===== config.mk =====
export PLATFORM = sky130hd
export DESIGN_NAME = direction_input_flat
export DESIGN_NICKNAME = d
export VERILOG_FILES = /design/src/rtl/direction_input_if.sv /design/src/rtl/direction_input.sv /design/src/flat_wrapper.sv
export SDC_FILE = /design/constraint.sdc
export NUM_CORES = 1
export LEC_CHECK = 0
export CORE_MARGIN = 2
export CORE_UTILIZATION = 55
export DETAILED_ROUTE_END_ITERATION = 12
export PLACE_DENSITY = 0.77
export SLEW_MARGIN = 30
export SYNTH_ARGS = -nofsm -noshare
export SYNTH_HDL_FRONTEND = slang
export SYNTH_SLANG_ARGS = --single-unit

===== constraint.sdc =====
create_clock -name clk -period 1.87 [get_ports clk]
set_input_delay 0.374 -clock clk [delete_from_list [all_inputs] [get_ports clk]]
set_output_delay 0.374 -clock clk [all_outputs]
set_load 0.03 [all_outputs]

===== src/rtl/direction_input_if.sv =====
// ============================================================================
// Module      : direction_input_if
// Description : Button/command bundle between board pins and direction_input.
// Revision    : 1.0 - initial release
// ============================================================================
`default_nettype none

interface direction_input_if;
  logic [3:0] btn;
  logic       enable;
  logic [3:0] direction;
  logic       chord;

  modport master (
    output btn,
    output enable,
    input  direction,
    input  chord
  );

  modport slave (
    input  btn,
    input  enable,
    output direction,
    output chord
  );
endinterface

`default_nettype wire


===== src/rtl/direction_input.sv =====
// ============================================================================
// Module      : direction_input
// Description : Synchronise, debounce and edge-detect four pushbuttons into a
//               one-hot single-cycle direction pulse; flag multi-button chords.
// Revision    : 1.0 - initial release
// ============================================================================
`default_nettype none

module direction_input #(
  parameter int DEBOUNCE_CYCLES = 500000
) (
  input  logic              clk,
  input  logic              rst,
  direction_input_if.slave  bus
);

  localparam int                CNT_W   = $clog2(DEBOUNCE_CYCLES);
  localparam logic [CNT_W-1:0]  CNT_MAX = CNT_W'(DEBOUNCE_CYCLES - 1);
  localparam logic [CNT_W-1:0]  CNT_ONE = CNT_W'(1);

  typedef enum logic [1:0] {
    IDLE = 2'd0,
    FIRE = 2'd1,
    HOLD = 2'd2
  } state_e;

  logic [3:0]       s1_d, s1_q;
  logic [3:0]       s2_d, s2_q;
  logic [3:0]       cand_d, cand_q;
  logic [3:0]       stable_d, stable_q;
  logic [CNT_W-1:0] cnt_d, cnt_q;

  state_e           state_q;
  logic [3:0]       direction_q;
  logic             chord_q;
  logic             single_bit;

  // Shared debouncer: any change of the synchronised vector restarts the count,
  // and the count saturates so a long-held vector is re-confirmed every cycle.
  always_comb begin
    s1_d     = bus.btn;
    s2_d     = s1_q;
    cand_d   = cand_q;
    cnt_d    = cnt_q;
    stable_d = stable_q;
    if (s2_q != cand_q) begin
      cand_d = s2_q;
      cnt_d  = '0;
    end else if (cnt_q == CNT_MAX) begin
      stable_d = cand_q;
    end else begin
      cnt_d = cnt_q + CNT_ONE;
    end
  end

  always_ff @(posedge clk) begin
    if (rst) begin
      s1_q     <= '0;
      s2_q     <= '0;
      cand_q   <= '0;
      stable_q <= '0;
      cnt_q    <= '0;
    end else begin
      s1_q     <= s1_d;
      s2_q     <= s2_d;
      cand_q   <= cand_d;
      stable_q <= stable_d;
      cnt_q    <= cnt_d;
    end
  end

  assign single_bit = ((stable_q & (stable_q - 4'd1)) == 4'd0);

  // enable is only looked at on the IDLE exit, so a pulse already committed
  // to FIRE is issued regardless of later enable changes.
  always_ff @(posedge clk) begin
    if (rst) begin
      state_q     <= IDLE;
      direction_q <= 4'd0;
      chord_q     <= 1'b0;
    end else begin
      direction_q <= 4'd0;
      chord_q     <= 1'b0;
      case (state_q)
        IDLE: begin
          if (stable_q != 4'd0) begin
            if (!single_bit) begin
              chord_q <= 1'b1;
              state_q <= HOLD;
            end else if (bus.enable) begin
              state_q <= FIRE;
            end else begin
              state_q <= HOLD;
            end
          end
        end
        FIRE: begin
          direction_q <= stable_q;
          state_q     <= HOLD;
        end
        HOLD: begin
          if (stable_q == 4'd0) begin
            state_q <= IDLE;
          end
        end
        default: state_q <= IDLE;
      endcase
    end
  end

  assign bus.direction = direction_q;
  assign bus.chord     = chord_q;

endmodule

`default_nettype wire

===== src/flat_wrapper.sv =====
// flat-port wrapper written by rule: the top's interface ports become plain ports
module direction_input_flat 
#(
  parameter int DEBOUNCE_CYCLES = 500000
)
  (clk, rst, bus_btn, bus_enable, bus_direction, bus_chord);
  direction_input_if bus_i ();
  input  logic clk;
  input  logic rst;
  input wire logic [$bits(bus_i.btn)-1:0] bus_btn;
  input wire logic [$bits(bus_i.enable)-1:0] bus_enable;
  output wire logic [$bits(bus_i.direction)-1:0] bus_direction;
  output wire logic [$bits(bus_i.chord)-1:0] bus_chord;
  assign bus_i.btn = bus_btn;
  assign bus_i.enable = bus_enable;
  assign bus_direction = bus_i.direction;
  assign bus_chord = bus_i.chord;
  direction_input #(.DEBOUNCE_CYCLES(DEBOUNCE_CYCLES)) u_core (.clk(clk), .rst(rst), .bus(bus_i));
endmodule

==> results.toml <==
[clock_network]
clk_latency_ps = 350
cts_made_buffers = 5
h-tree-depth = 2
root_buffer = "clkbuf_4"
clockBufferDepth = 2
hold_buffers = 0
clock-sinks = 42
cts_tree = "built"
clk_pin_slew_ps = 120

[placement]
port_buffers = 11
place_congestion = 0.829
pre_cts_ws_ps = 121
hpwl_um = 1890

[sta]
min_period_ps = 1740
max_freq_mhz = 574
skew_ps = 9.67
worst_slew_pin_slew_ps = 607
hold_viol = 0
relSlewSlack = 0.595
final_max_slew_viol_count = 0
rsz0062_at_grt = "true"
hold_ws_ps = 449
setup_viol = 0
min_period_over_period = 0.932
setup_ws_ps = 127

[worst_setup_path]
crit_type = "register to register"
cp_num_buf_inv = 0
critPathLaunchType = "register"
crit_fanout = 4
critPathMaxStageDelay_ps = 430
worstPathRequired_ps = 2120
arrival_ps = 1990
endpoint_kind = "register"
cpLargestDelayFamily = "simple AND/OR/NAND/NOR gates"
path_cells = "ha_1 > and4_1 > nand3_1 > nor3_4 > mux2i_1 > nor2_1"
cp_slowest_cell = "dfxtp_1"

[route]
wl_um = 2650
drc = 0
wl_per_cell_um = 11.5
vias = 1179
drtIter0Drc = 67
vias_per_cell = 5.10
ant_nets = 0
dr.pass1.iters = 4

[cells_and_area]
area_delta_synth_final_pct = 11.7
final_cell_mix = "42 x dfxtp_1, 29 x nor2_1, 16 x xor2_1, 12 x nor2b_1, 11 x clkdlybuf4s50_1"
diodes = 0
layout_commonest_cell = "dfxtp_1"
fin_nets = 194
final_layout_size_suffix_gt1_frac = 0.102

[synthesis]
ys_warn_count = 0
synth-simple-area-share = 0.273
syn_area_mm2 = 0.00173
ys_types = 33
synth_top_family_by_area = "simple AND/OR/NAND/NOR gates"
synth_compound_area_frac = 0.0434
synth_fa_ha_area_frac = 0.0188
netlist_instances = 172
synth_seq_area_share = 0.486
avgSynthCellArea_um2 = 10.1
synth-seq-cells = 42
synthMuxAreaShare = 0.0232
synth_nets = 180
synth-xor-area-share = 0.116

[run]
maxCapViolations = 0

[pwr]
power_density_mw_per_mm2 = 784
vdd_drop_max_mv = 0.432
p_leak_nw = 0.707

[global_routing]
grt_pass1_wl_um = 4640
grt_overflow = 0
grtUsageTotal = 0.174
grt_pass1_vias = 1097
grt_max_degree = 20
antenna_found_initial = 0

[floorplanning]
die_x_um = 60.1
start_util = 0.571
core.rowCount = 20
core_mm2 = 0.00303
die-area_mm2 = 0.00361
ios = 12
die_h_um = 60.1

[hold_path]
hold_class = "register to register"

[outcome]
status = "complete, no violations"
==> worst paths after layout <==
| check | from | to | slack, ps | cells after the start |
|---|---|---|---|---|
| max | u_core.cnt_q[0]$_SDFFE_PP0P_ | u_core.stable_q[0]$_SDFFE_PP0P_ | 130 | 6 |
| min | u_core.s1_q[0]$_SDFF_PP0_ | u_core.s2_q[0]$_SDFF_PP0_ | 450 | 1 |
| max reg2reg | u_core.cnt_q[0]$_SDFFE_PP0P_ | u_core.stable_q[0]$_SDFFE_PP0P_ | 130 | 6 |
| min reg2reg | u_core.s1_q[0]$_SDFF_PP0_ | u_core.s2_q[0]$_SDFF_PP0_ | 450 | 1 |
==> stage by stage <==
step / instance area [um^2] / utilization / std cells / power, W / setup TNS (ps)
6_report: 1930 / 0.638 / 231 / 0.00151 / 0
3_3_place_gp: 1840 / 0.608 / 223 / 0.000997 / 0
3_5_place_dp: 1840 / 0.608 / 223 / 0.00100 / 0
5_1_grt: 1930 / 0.638 / 231 / 0.00157 / -27.6
2_1_floorplan: 1730 / - / 172 / 0.000983 / 0
4_1_cts: 1920 / 0.634 / 231 / 0.00152 / 0
==> cell usage after synthesis <==
cell       instances  share of area
dfxtp_1           42           0.49
nor2_1            29          0.063
xor2_1            16          0.081
nor2b_1           12          0.043
and3_1             7          0.025
nand2_1            7          0.015
o21ai_0            7          0.020
xnor2_1            7          0.035
nand3_1            6          0.017
nand4_1            6          0.022
mux2i_1            4          0.023
a21oi_1            3         0.0087
buf_2              2         0.0058
buf_6              2          0.013
maj3_1             2          0.012
nor3_4             2          0.019
o2111ai_1          2          0.010
and3_2             1         0.0043
and4_1             1         0.0051
and4_2             1         0.0058
and4b_1            1         0.0058
buf_12             1          0.012
buf_8              1         0.0087
ha_1               1         0.0072
nand2b_1           1         0.0036
nand3_2            1         0.0058
nor3_1             1         0.0029
nor4b_1            1         0.0051
nor4b_2            1         0.0087
nor4b_4            1          0.014
o31ai_1            1         0.0043
or2_1              1         0.0036
or3_1              1         0.0036
==> layout make-up <==
cell class              instances  area, um^2
repair buffers                 13         125
multi-input cells             124         832
clock buffers                   8        78.8
well taps                      44        55.1
fillers                       253        1100
flip-flops and latches         42         841
==> per-layer routing <==
layer | vias up | wire length, um | global-route usage
li1 | 614 | - | -
met1 | 532 | 1320 | 0.212
met2 | 28 | 1170 | 0.273
met3 | 5 | 117 | 0.0649
met4 | 0 | 45 | 0.0794
met5 | - | 0 | 0
==> worst reg2reg max path, delay by kind of cell (launching register included) <==
family,cells,cell delay [ps]
flip-flops,1,430
adder cells (fa/ha/maj),1,230
multiplexers,1,230
AND/OR/NAND/NOR,4,750
==> where the power goes <==
group	switching [W]	total, W	internal (W)
Combinational	0.0000311	0.0000613	0.0000303
Clock	0.000278	0.000536	0.000257
Sequential	0.00000917	0.000918	0.000908
Total	0.000319	0.00151	0.00120
==> state kept, by name, summed over array words and instances, names as in the netlist <==
name                  flops
u_core.cnt_q             19
u_core.state_q            2
u_core.s1_q               4
u_core.bus.direction      4
u_core.stable_q           4
u_core.cand_q             4
u_core.s2_q               4
u_core.bus.chord          1
==> what timing repair did <==
item                                    CTS  global route
buffers inserted                          0             0
resized for setup                         0             2
endpoints found under the setup margin    0             3
==> logic make-up (layout without fill, tap and decap cells) <==
kind of cell             count (synthesis)  in the layout
AND/OR/NAND/NOR                         81             81
flip-flops                              42             42
XOR/XNOR                                23             23
AO/OA/AOI/OAI                           13             13
buffers and inverters                    6             21
multiplexers                             4              4
adder cells (fa/ha/maj)                  3              3
(Power assumes the default switching activity.)
